**config.mk**
```make
export PLATFORM = sky130hd
export DESIGN_NAME = demux_stage1to2
export DESIGN_NICKNAME = d
export VERILOG_FILES = /design/src/rtl/demux_stage1to2.sv
export SDC_FILE = /design/constraint.sdc
export NUM_CORES = 1
export LEC_CHECK = 0
export BUFFER_PORTS_ARGS = -buffer_cell sky130_fd_sc_hd__buf_2
export CORE_UTILIZATION = 37
export CTS_CLUSTER_SIZE = 28
export DETAILED_ROUTE_END_ITERATION = 8
export PLACE_DENSITY = 0.68
export SLEW_MARGIN = 20
export SYNTH_ARGS = -nofsm -noshare
export SYNTH_HDL_FRONTEND = slang
export SYNTH_SLANG_ARGS = --single-unit
```
**constraint.sdc**
```tcl
create_clock -name clk_i -period 2 [get_ports clk_i]
set_clock_uncertainty 0.1 [all_clocks]
set_input_delay 0.1 -clock clk_i [delete_from_list [all_inputs] [get_ports clk_i]]
set_output_delay 0.1 -clock clk_i [all_outputs]
set_load 0.02 [all_outputs]
```
**src/rtl/demux_stage1to2.sv**
```systemverilog
// rtl/demux_stage1to2.sv - registered 1-to-2 routing stage with one FIFO per output channel
// Optional accepted-word counters (count0_o/count1_o) are built when DEMUX_STAGE_STATS_EN is defined.
module demux_stage1to2 #(
    parameter int N     = 32,
    parameter int DEPTH = 2
) (
    input  logic         clk_i,
    input  logic         reset_i,
    input  logic [N-1:0] in_i,
    input  logic         sel_i,
    input  logic         in_valid_i,
    output logic         in_ready_o,
    output logic [N-1:0] out0_o,
    output logic [N-1:0] out1_o,
    output logic         out0_valid_o,
    output logic         out1_valid_o,
    input  logic         out0_ready_i,
    input  logic         out1_ready_i
`ifdef DEMUX_STAGE_STATS_EN
    ,
    output logic [31:0]  count0_o,
    output logic [31:0]  count1_o
`endif
);

    localparam int PW = $clog2(DEPTH);
    localparam int CW = PW + 1;

    logic [N-1:0]  mem0_q [DEPTH];
    logic [N-1:0]  mem1_q [DEPTH];

    logic [PW-1:0] wr0_q, wr0_d, rd0_q, rd0_d;
    logic [PW-1:0] wr1_q, wr1_d, rd1_q, rd1_d;
    logic [CW-1:0] cnt0_q, cnt0_d, cnt1_q, cnt1_d;

    logic push0, push1, pop0, pop1;

    // Acceptance looks only at registered occupancy, never at the consumer readies.
    assign in_ready_o   = !reset_i && ((sel_i ? cnt1_q : cnt0_q) != CW'(DEPTH));
    assign push0        = in_valid_i && in_ready_o && !sel_i;
    assign push1        = in_valid_i && in_ready_o && sel_i;

    assign out0_valid_o = (cnt0_q != '0);
    assign out1_valid_o = (cnt1_q != '0);
    assign pop0         = out0_valid_o && out0_ready_i;
    assign pop1         = out1_valid_o && out1_ready_i;

    assign out0_o       = out0_valid_o ? mem0_q[rd0_q] : '0;
    assign out1_o       = out1_valid_o ? mem1_q[rd1_q] : '0;

    always_comb begin
        wr0_d  = wr0_q + PW'(push0);
        rd0_d  = rd0_q + PW'(pop0);
        cnt0_d = cnt0_q + CW'(push0) - CW'(pop0);
        wr1_d  = wr1_q + PW'(push1);
        rd1_d  = rd1_q + PW'(pop1);
        cnt1_d = cnt1_q + CW'(push1) - CW'(pop1);
    end

    always_ff @(posedge clk_i or posedge reset_i) begin
        if (reset_i) begin
            wr0_q  <= '0;
            rd0_q  <= '0;
            cnt0_q <= '0;
            wr1_q  <= '0;
            rd1_q  <= '0;
            cnt1_q <= '0;
        end else begin
            wr0_q  <= wr0_d;
            rd0_q  <= rd0_d;
            cnt0_q <= cnt0_d;
            wr1_q  <= wr1_d;
            rd1_q  <= rd1_d;
            cnt1_q <= cnt1_d;
        end
    end

    // Storage is left uncleared on reset; the occupancy counters mask stale entries.
    always_ff @(posedge clk_i) begin
        if (push0) mem0_q[wr0_q] <= in_i;
        if (push1) mem1_q[wr1_q] <= in_i;
    end

`ifdef DEMUX_STAGE_STATS_EN
    logic [31:0] stat0_q, stat0_d, stat1_q, stat1_d;

    always_comb begin
        stat0_d = stat0_q + 32'(push0);
        stat1_d = stat1_q + 32'(push1);
    end

    always_ff @(posedge clk_i or posedge reset_i) begin
        if (reset_i) begin
            stat0_q <= '0;
            stat1_q <= '0;
        end else begin
            stat0_q <= stat0_d;
            stat1_q <= stat1_d;
        end
    end

    assign count0_o = stat0_q;
    assign count1_o = stat1_q;
`endif

endmodule
```
# Word-level counts from Yosys, hierarchy flattened
# Memory sizes are Yosys's and may differ from the RTL's.
# Index checks and enable logic that the tools add are counted.
# Widths: inputs -> output; s select.
word_totals:
  reg_bits: 8
  latchBits: 0
  ram_bits: 128
  romBits: 0
  in_bits: 38
  out_inout_bits: 67
  wordCells: 34
  n_memories: 2
op_classes:
  n_addsub: 8
  mul: 0
  div: 0
  magnitude_cmp: 0
  eq_ne: 1
  shift: 0
  mux: 7
  bitwise: 0
  n_reduce_logical: 10
memory_table:
  columns: ["memory", "depth", "word_bits", "rd", "rd_clocked_by_memory_dff", "write_ports", "line_no", "rtl"]
  rows:
  - ["mem0_q", 2, 32, 1, 0, 1, "29", "logic [N-1:0] mem0_q [DEPTH];"]
  - ["mem1_q", 2, 32, 1, 0, 1, "30", "logic [N-1:0] mem1_q [DEPTH];"]
op_table:
  columns: ["op", "n"]
  rows:
  - ["$mux 32", 2]
  - ["$logic_and 1x1->1", 6]
  - ["$add 1x1->1", 4]
  - ["$add 2x1->2", 2]
  - ["$mux 1", 4]
  - ["$reduce_bool 2->1", 2]
  - ["$sub 2x1->2", 2]
  - ["$logic_not 1->1", 2]
  - ["$mux 2", 1]
  - ["$ne 2x2->1 const B", 1]

# Logic depth before layout (Yosys ltp)
# Gate-level depths: netlist of the first run.
depth:
  word_depth: 7
  mapped_depth: 7
  mapped_depth_nobuf: 7

# Worst setup path before layout of the first run
# No wires, ideal clock.
synth_path:
  path_kind: "register to register"
  from: "register cnt0_q[1]"
  to: "memory mem0_q[1][0] (enable)"
  setup_ns: 0.392
  arrival_ns: 1.657
  required_ns: 1.508
  slack_ns: -0.149
  path_stages_with_launch: 4
  path_buffers: 0
  period_less_slack_ns: 2.149
  path_cell_list: "dfrtp_1 > nor2b_1 > nor3_1 > ha_1"
synth_between:
  elab_chain_len: 7
synth_lines:
  columns: ["item", "line_no", "rtl"]
  rows:
  - ["from (decl)", "34", "logic [CW-1:0] cnt0_q, cnt0_d, cnt1_q, cnt1_d;"]
  - ["from (signal assigned)", "71", "cnt0_q <= cnt0_d;"]
  - ["$mux 2", "39", "assign in_ready_o = !reset_i && ((sel_i ? cnt1_q : cnt0_q) != CW'(DEPTH));"]
  - ["$ne 2x2->1", "39", null]
  - ["$logic_and 1x1->1", "39", null]
  - ["$logic_and 1x1->1 (2 in series)", "40", "assign push0 = in_valid_i && in_ready_o && !sel_i;"]
  - ["$mux 1", "80", "if (push0) mem0_q[wr0_q] <= in_i;"]
  - ["$mux 1 (implied by the code)", "80", null]
  - ["to (decl)", "29", null]
# No other way between the ends.

# Worst setup path in the final report of the first run
layout_path:
  from: "input port reset_i"
  to: "register cnt0_q[1]"
layout_between:
  elab_chain_len: 6
layout_lines:
  columns: ["item", "line_no", "rtl"]
  rows:
  - ["from (decl)", "8", "input logic reset_i,"]
  - ["$logic_not 1->1 (no line)", null, null]
  - ["$logic_and 1x1->1", "39", null]
  - ["$logic_and 1x1->1 (2 in series)", "40", null]
  - ["$add 2x1->2", "54", "cnt0_d = cnt0_q + CW'(push0) - CW'(pop0);"]
  - ["$sub 2x1->2", "54", null]
  - ["named net cnt0_d[1]", "34", null]
# The timed path passes the listed nets, and every way through them passes these cells.

==> results of run 1 <==
==> power by group <==
group	internal, mW	switching [mW]	total [mW]
registers	3.41	0.192	3.60
logic	1.37	2.23	3.60
clock network	2.07	1.09	3.16
==> worst paths after layout <==
check,from,endpoint,depth (start not counted)
max reg2reg,cnt0_q[1]$_DFF_PP0_,cnt0_q[1]$_DFF_PP0_,7
max,reset_i,cnt0_q[1]$_DFF_PP0_,8
max in group asynchronous,reset_i,rd1_q$_DFF_PP0_,2
min in group clk_i,sel_i,wr1_q$_DFF_PP0_,4
min,reset_i,cnt0_q[1]$_DFF_PP0_,2
min reg2reg,cnt1_q[1]$_DFF_PP0_,cnt1_q[1]$_DFF_PP0_,1
==> state kept, by name, indices dropped and copies added, names as in the netlist <==
signal  cells
cnt0_q      2
rd0_q       1
cnt1_q      2
mem0_q     64
mem1_q     64
wr1_q       1
wr0_q       1
rd1_q       1
==> cell usage after synthesis (all sizes together), types with 2 or more instances <==
| cell | instances |
|---|---|
| ha | 8 |
| buf | 14 |
| o21ai | 2 |
| dfrtp | 8 |
| xnor2 | 6 |
| edfxtp | 128 |
| nor2 | 66 |
| inv | 12 |
| mux2i | 64 |
==> critical path: cells and delay by family <==
kind	cells	cell delay [ps]
and+or+nand+nor	2	630
buffers and inverters	2	620
xor gates and xnor gates	2	260
adders and majority gates	2	460
==> cell type report <==
type / count / share of cell area (%)
Sequential cell: 136 / 56.9
Multi-Input combinational cell: 156 / 16.2
Timing Repair Buffer: 149 / 14.6
Clock buffer: 18 / 6.03
Tap cell: 180 / 3.17
Clock inverter: 13 / 2.50
Inverter: 12 / 0.633
==> cells by family after synthesis <==
family / count (synthesis)
mux: 64
simple gates: 75
fa+ha+maj: 8
flops: 136
xor+xnor: 6
compound gates: 3
buf+inv: 26
==> routing by layer <==
layer / share of wire [%] / GRT usage [%] / vias up
met2: 52 / 26.7 / 70
met4: 0.92 / 4.80 / 0
met5: 0 / 0 / -
met1: 42 / 16.9 / 1495
li1: - / - / 1464
met3: 4.5 / 4.23 / 8
==> through the flow <==
stage                     total power [mW]  std cells  hold WS [ps]
after floorplan                       6.15        318          -184
after global placement                7.17        599         -8.69
after detailed placement              7.24        599         -12.3
after CTS                             10.5        665           116
after global routing                  10.9        664          86.8
final                                 10.4        664          61.6
==> repair_timing <==
action	4_1_cts	5_1_grt
setup endpoints to repair	0	6
resized for setup	0	6
hold endpoints to repair	138	0
hold buffers	35	0
==> summary.md, run 1 <==
| Metric | Value |
|---|---|
| Outcome | `complete, no violations` |
| Most common cell after layout, fill and taps aside | `edfxtp_1` |
| Maximum fanout along the worst path | `4` |
| Layout cells sized above 1 | `32.0%` |
| Simple-gate share of the synthesized area | `5.81%` |
| Antenna violations before repair | `0` |
| Post-Syn Area per Cell | `roughly 17 µm²` |
| Vias | `3037` |
| Number of global-route vias before repair | `around 3.3k` |
| Startpoint Class | `primary input` |
| Cts bufs inserted | `17` |
| Yosys Warn Count | `0` |
| GRT overflow | `0` |
| Fmax | `527 MHz` |
| CTS clk-pin slew, worst paths | `60 ps` |
| Critical Path Sink Type | `flip-flop` |
| Post-synthesis compound-gate area fraction | `0.327%` |
| Post-CTS Setup Bufs | `0` |
| GP Congestion | `between 0.7 and 0.8` |
| Cell Pwr Density | `approximately 1500 nW/µm²` |
| Synth Area in Adders | `1.87%` |
| Slew margin rel. | `roughly 74%` |
| Largest family of logic cells by synthesized area | `multiplexers` |
| XOR/XNOR Fraction of Synth Area | `less than 1%` |
| Worst slew pin tran | `396 ps` |
| Yosys top cell by area | `edfxtp_1` |
| CTS Sinks | `~140` |
| Die ar. | `15000 µm²` |
| Pre-CTS setup slack | `104 ps` |
| Critical path class | `in -> reg` |
| Area Overhead vs Synth | `32.7%` |
| Reg2reg setup slack | `110 ps` |
| Area after DPL | `approximately 6100 µm²` |
| Site Rows | `43` |
| Max IR drop VDD | `0.000721 V` |
| Tot GR Track Use | `between 10% and 20%` |
| Clock latency on the worst-skew pair | `390 ps` |
| Core Area | `14000 µm²` |
| Drt first pass iters | `4` |
| Vias per cell | `4.57` |
| Antenna cell count | `0` |
| DRC | `0` |
| H-tree depth | `4` |
| Clock buffer depth | `2` |
| Die Wd | `between 100 and 150 µm` |
| Final instance area | `7120 µm²` |
| Commonest non-fill, non-tap cells in the layout | `edfxtp_1 (128), buf_2 (103), mux2i_1 (64), nor2_1 (64), dlygate4sd3_1 (35)` |
| Share of async-settable or async-resettable flops after synthesis | `5.88%` |
| Period utilisation layout | `94.9%` |
| Area of the multi-input gates | `1150 µm²` |
| Iter 0 DRT Violations | `148` |
| Clock root buffer | `clkbuf_16` |
| Filler cells | `approximately 1.2k` |
| Max incr delay on CP | `between 500 and 600 ps` |
| Syn nets | `364` |
| Hold crit path type | `in -> async` |
| Worst path slowest cell | `dlygate4sd3_1` |
| FF/Latch Area | `around 4000 µm²` |
| Seq cells post-synth | `around 140` |
| Mux cell area share after synthesis | `11.9%` |
| Util after Layout | `roughly 51%` |
| Synthesized area | `5360 µm²` |
| Starting Density | `38.3%` |
| WP data arrival | `2070 ps` |
| Final ANT Viol Nets | `0` |
| Routed len/inst | `15.8 µm` |
| Pleak | `about 2.9 nW` |
| Nets | `518` |
| CP required | `between 2000 and 2500 ps` |
| Total wire length | `roughly 10000 µm` |
| I/O Buffers | `104` |
| Post-synth top flop | `edfxtp_1` |
| Setup TNS | `0 ps` |
| Largest net degree at the start of global routing | `34` |
| Global-route wire length before repair | `16200 µm` |
| Max Slew Vio Count | `0` |
| Reported max-cap violation count | `0` |
| Ports | `105` |
| Fin crit period | `1900 ps` |
| Yosys top cell area share | `between 70 and 80%` |
| CTS tree | `yes` |
| Die height | `122 µm` |
| Dpl hpwl | `between 6000 and 7000 µm` |
| Final Setup Violations | `0` |
| Post-synthesis sequential area ratio | `75.4%` |
| Setup ws final | `102 ps` |
| EDFF count, synth | `about 130` |
| RSZ-0062 raised after global routing | `no` |
| Final Hold Fails | `0` |
| Area contributors post-synth | `edfxtp_1 (72%), mux2i_1 (12%), nor2_1 (4.5%)` |
| Distinct cells, synth | `24` |
| Cell Chain, Critical Path | `dlygate4sd3_1 > or2b_1 > or3_1 > ha_1 > inv_1 > ha_2 > xnor2_2 > xnor2_1` |
| Cell count after synthesis | `around 320` |
(Power assumes the default switching activity.)
==> run 2, diff against run 1 <==
Settings changed: BUFFER_PORTS_ARGS -buffer_cell sky130_fd_sc_hd__buf_2 to -buffer_cell sky130_fd_sc_hd__buf_4, PLACE_DENSITY 0.68 to 0.65.
==> summary.md, run 2 (synthesis gave the netlist of run 1 again) <==
| Metric | Value |
|---|---|
| Power consumption | `10.6 mW` |
| RSZ-0062 raised after global routing | `no` |
| Clock latency on the worst-skew pair | `around 400 ps` |
| Fmax | `528 MHz` |
| Slew margin rel. | `71.8%` |
| Die Wd | `around 120 µm` |
| Worst path slowest cell | `dfrtp_2` |
| Global-route wire length before repair | `around 17000 µm` |
| Reported max-cap violation count | `0` |
| Number of global-route vias before repair | `3211` |
| Most common cell after layout, fill and taps aside | `edfxtp_1` |
| Cell Chain, Critical Path | `buf_12 > mux2i_1 > nor2_1 > buf_4` |
| Commonest non-fill, non-tap cells in the layout | `edfxtp_1 (128), buf_4 (119), mux2i_1 (64), nor2_1 (64), dlygate4sd3_1 (35)` |
| Max Slew Vio Count | `0` |
| Nets | `527` |
| H-tree depth | `4` |
| Period utilisation layout | `94.7%` |
| WP buf/inv | `2` |
| Max incr delay on CP | `630 ps` |
| Antenna violations before repair | `0` |
| Hold crit path type | `in -> async` |
| Fin crit period | `between 1500 and 2000 ps` |
| Vias per cell | `4.56` |
| Cell Pwr Density | `1440 nW/µm²` |
| Outcome | `complete, no violations` |
| CTS clk-pin slew, worst paths | `50 ps` |
| Die height | `~120 µm` |
| Dpl cells | `607` |
| Area Overhead vs Synth | `37.1%` |
| CP required | `1800 ps` |
| WP data arrival | `1690 ps` |
| Clock buffer depth | `2` |
| Iter 0 DRT Violations | `156` |
| Drt first pass iters | `4` |
| Tot GR Track Use | `15.6%` |
| Critical path class | `reg -> out` |
| Starting Density | `a little under two fifths` |
| Final Setup Violations | `0` |
| Critical Path Sink Type | `primary output` |
| Antenna cell count | `0` |
| Hold slack final | `133 ps` |
| Pleak | `2.97 nW` |
| Startpoint Class | `flip-flop` |
| Final ANT Viol Nets | `0` |
| Cts bufs inserted | `17` |
| Core Area | `14000 µm²` |
| Filler cells | `between 1k and 1.5k` |
| Finished Layout Cells | `674` |
| Dpl hpwl | `7050 µm` |
| GP Congestion | `0.710` |
| DRC | `0` |
| CTS Sinks | `between 100 and 150` |
| Routed len/inst | `16.1 µm` |
| Post-CTS Setup Bufs | `0` |
| Ports | `105` |
| Vias | `3074` |
| Die ar. | `15000 µm²` |
| Final Hold Fails | `0` |
| Delay-heaviest family, CP | `flip-flops` |
| Largest net degree at the start of global routing | `25` |
| Site Rows | `43` |
| Setup ws final | `106 ps` |
| GRT overflow | `0` |
| Top Registers | `mem0_q (64), mem1_q (64)` |
| I/O Buffers | `104` |
| Layout cells sized above 1 | `32.4%` |
| Clock root buffer | `clkbuf_16` |
| Worst slew pin tran | `423 ps` |
| CTS tree | `yes` |
| Max IR drop VDD | `roughly 0.00093 V` |
| Pre-CTS setup slack | `approximately 140 ps` |
| Total wire length | `10800 µm` |
| Maximum fanout along the worst path | `11` |
[run 2: cell types whose count changed in the layout (fill, tap and decap cells not counted), moves of 2 or more]
| cell | before | now |
|---|---|---|
| buf_12 | 7 | 4 |
| buf_2 | 103 | 0 |
| buf_4 | 4 | 119 |
| bufinv_16 | 4 | 2 |
| clkbuf_1 | 1 | 5 |
| clkbuf_8 | 0 | 2 |
| clkinv_1 | 2 | 0 |
[run 2: tightest hold or removal path, stage by stage]
cell and delay [ps]:
dlygate4sd3_1 530, buf_4 140, inv_1 270
[run 2: stage by stage]
stage	utilization (%)	TNS, ps	area, µm²
after floorplan	-	-9510	5370
after global placement	46.0	0	6430
after detailed placement	46.0	0	6430
after CTS	52.6	0	7350
after global routing	52.6	0	7350
final	52.6	0	7350
[run 2: cell type report]
type | count | area (µm²) | area share (%)
clock buffer | 24 | 472 | 6.42
clock inverter | 8 | 97.6 | 1.33
inverter | 12 | 45.0 | 0.613
multi-input combinational | 156 | 1140 | 15.5
sequential | 136 | 4050 | 55.0
tap | 180 | 225 | 3.06
timing repair buffer | 158 | 1320 | 18.0
[run 2: per-layer routing]
| metal | track usage, % | share of wire, % | up-vias |
|---|---|---|---|
| met4 | 5.49 | 0.82 | 0 |
| met2 | 26.8 | 52 | 68 |
| met5 | 0 | 0 | - |
| met1 | 18.0 | 43 | 1517 |
| li1 | - | - | 1480 |
| met3 | 5.34 | 4.5 | 9 |
[run 2: timing repair]
action                                  4_1_cts  5_1_grt
resized for setup                             0        1
endpoints found under the setup margin        0        1
hold endpoints to repair                    138        0
hold buffers                                 35        0
[run 2: path summary, 6_finish.rpt]
check | start | end | slack, ps | cells after the start
setup / recovery | rd1_q$_DFF_PP0_ | out1_o[31] | 110 | 4
hold / removal | reset_i | cnt1_q[1]$_DFF_PP0_ | 130 | 3
min in group clk_i | sel_i | wr1_q$_DFF_PP0_ | 150 | 4
setup reg to reg | cnt0_q[1]$_DFF_PP0_ | cnt0_q[1]$_DFF_PP0_ | 130 | 8
hold reg to reg | cnt0_q[1]$_DFF_PP0_ | cnt0_q[1]$_DFF_PP0_ | 510 | 2
max in group asynchronous | reset_i | rd1_q$_DFF_PP0_ | 1380 | 3
[run 2: power breakdown]
group | internal, mW | switching, mW | total [mW]
Sequential | 3.40 | 0.218 | 3.62
Combinational | 1.75 | 2.25 | 4.00
Clock | 1.89 | 1.08 | 2.97
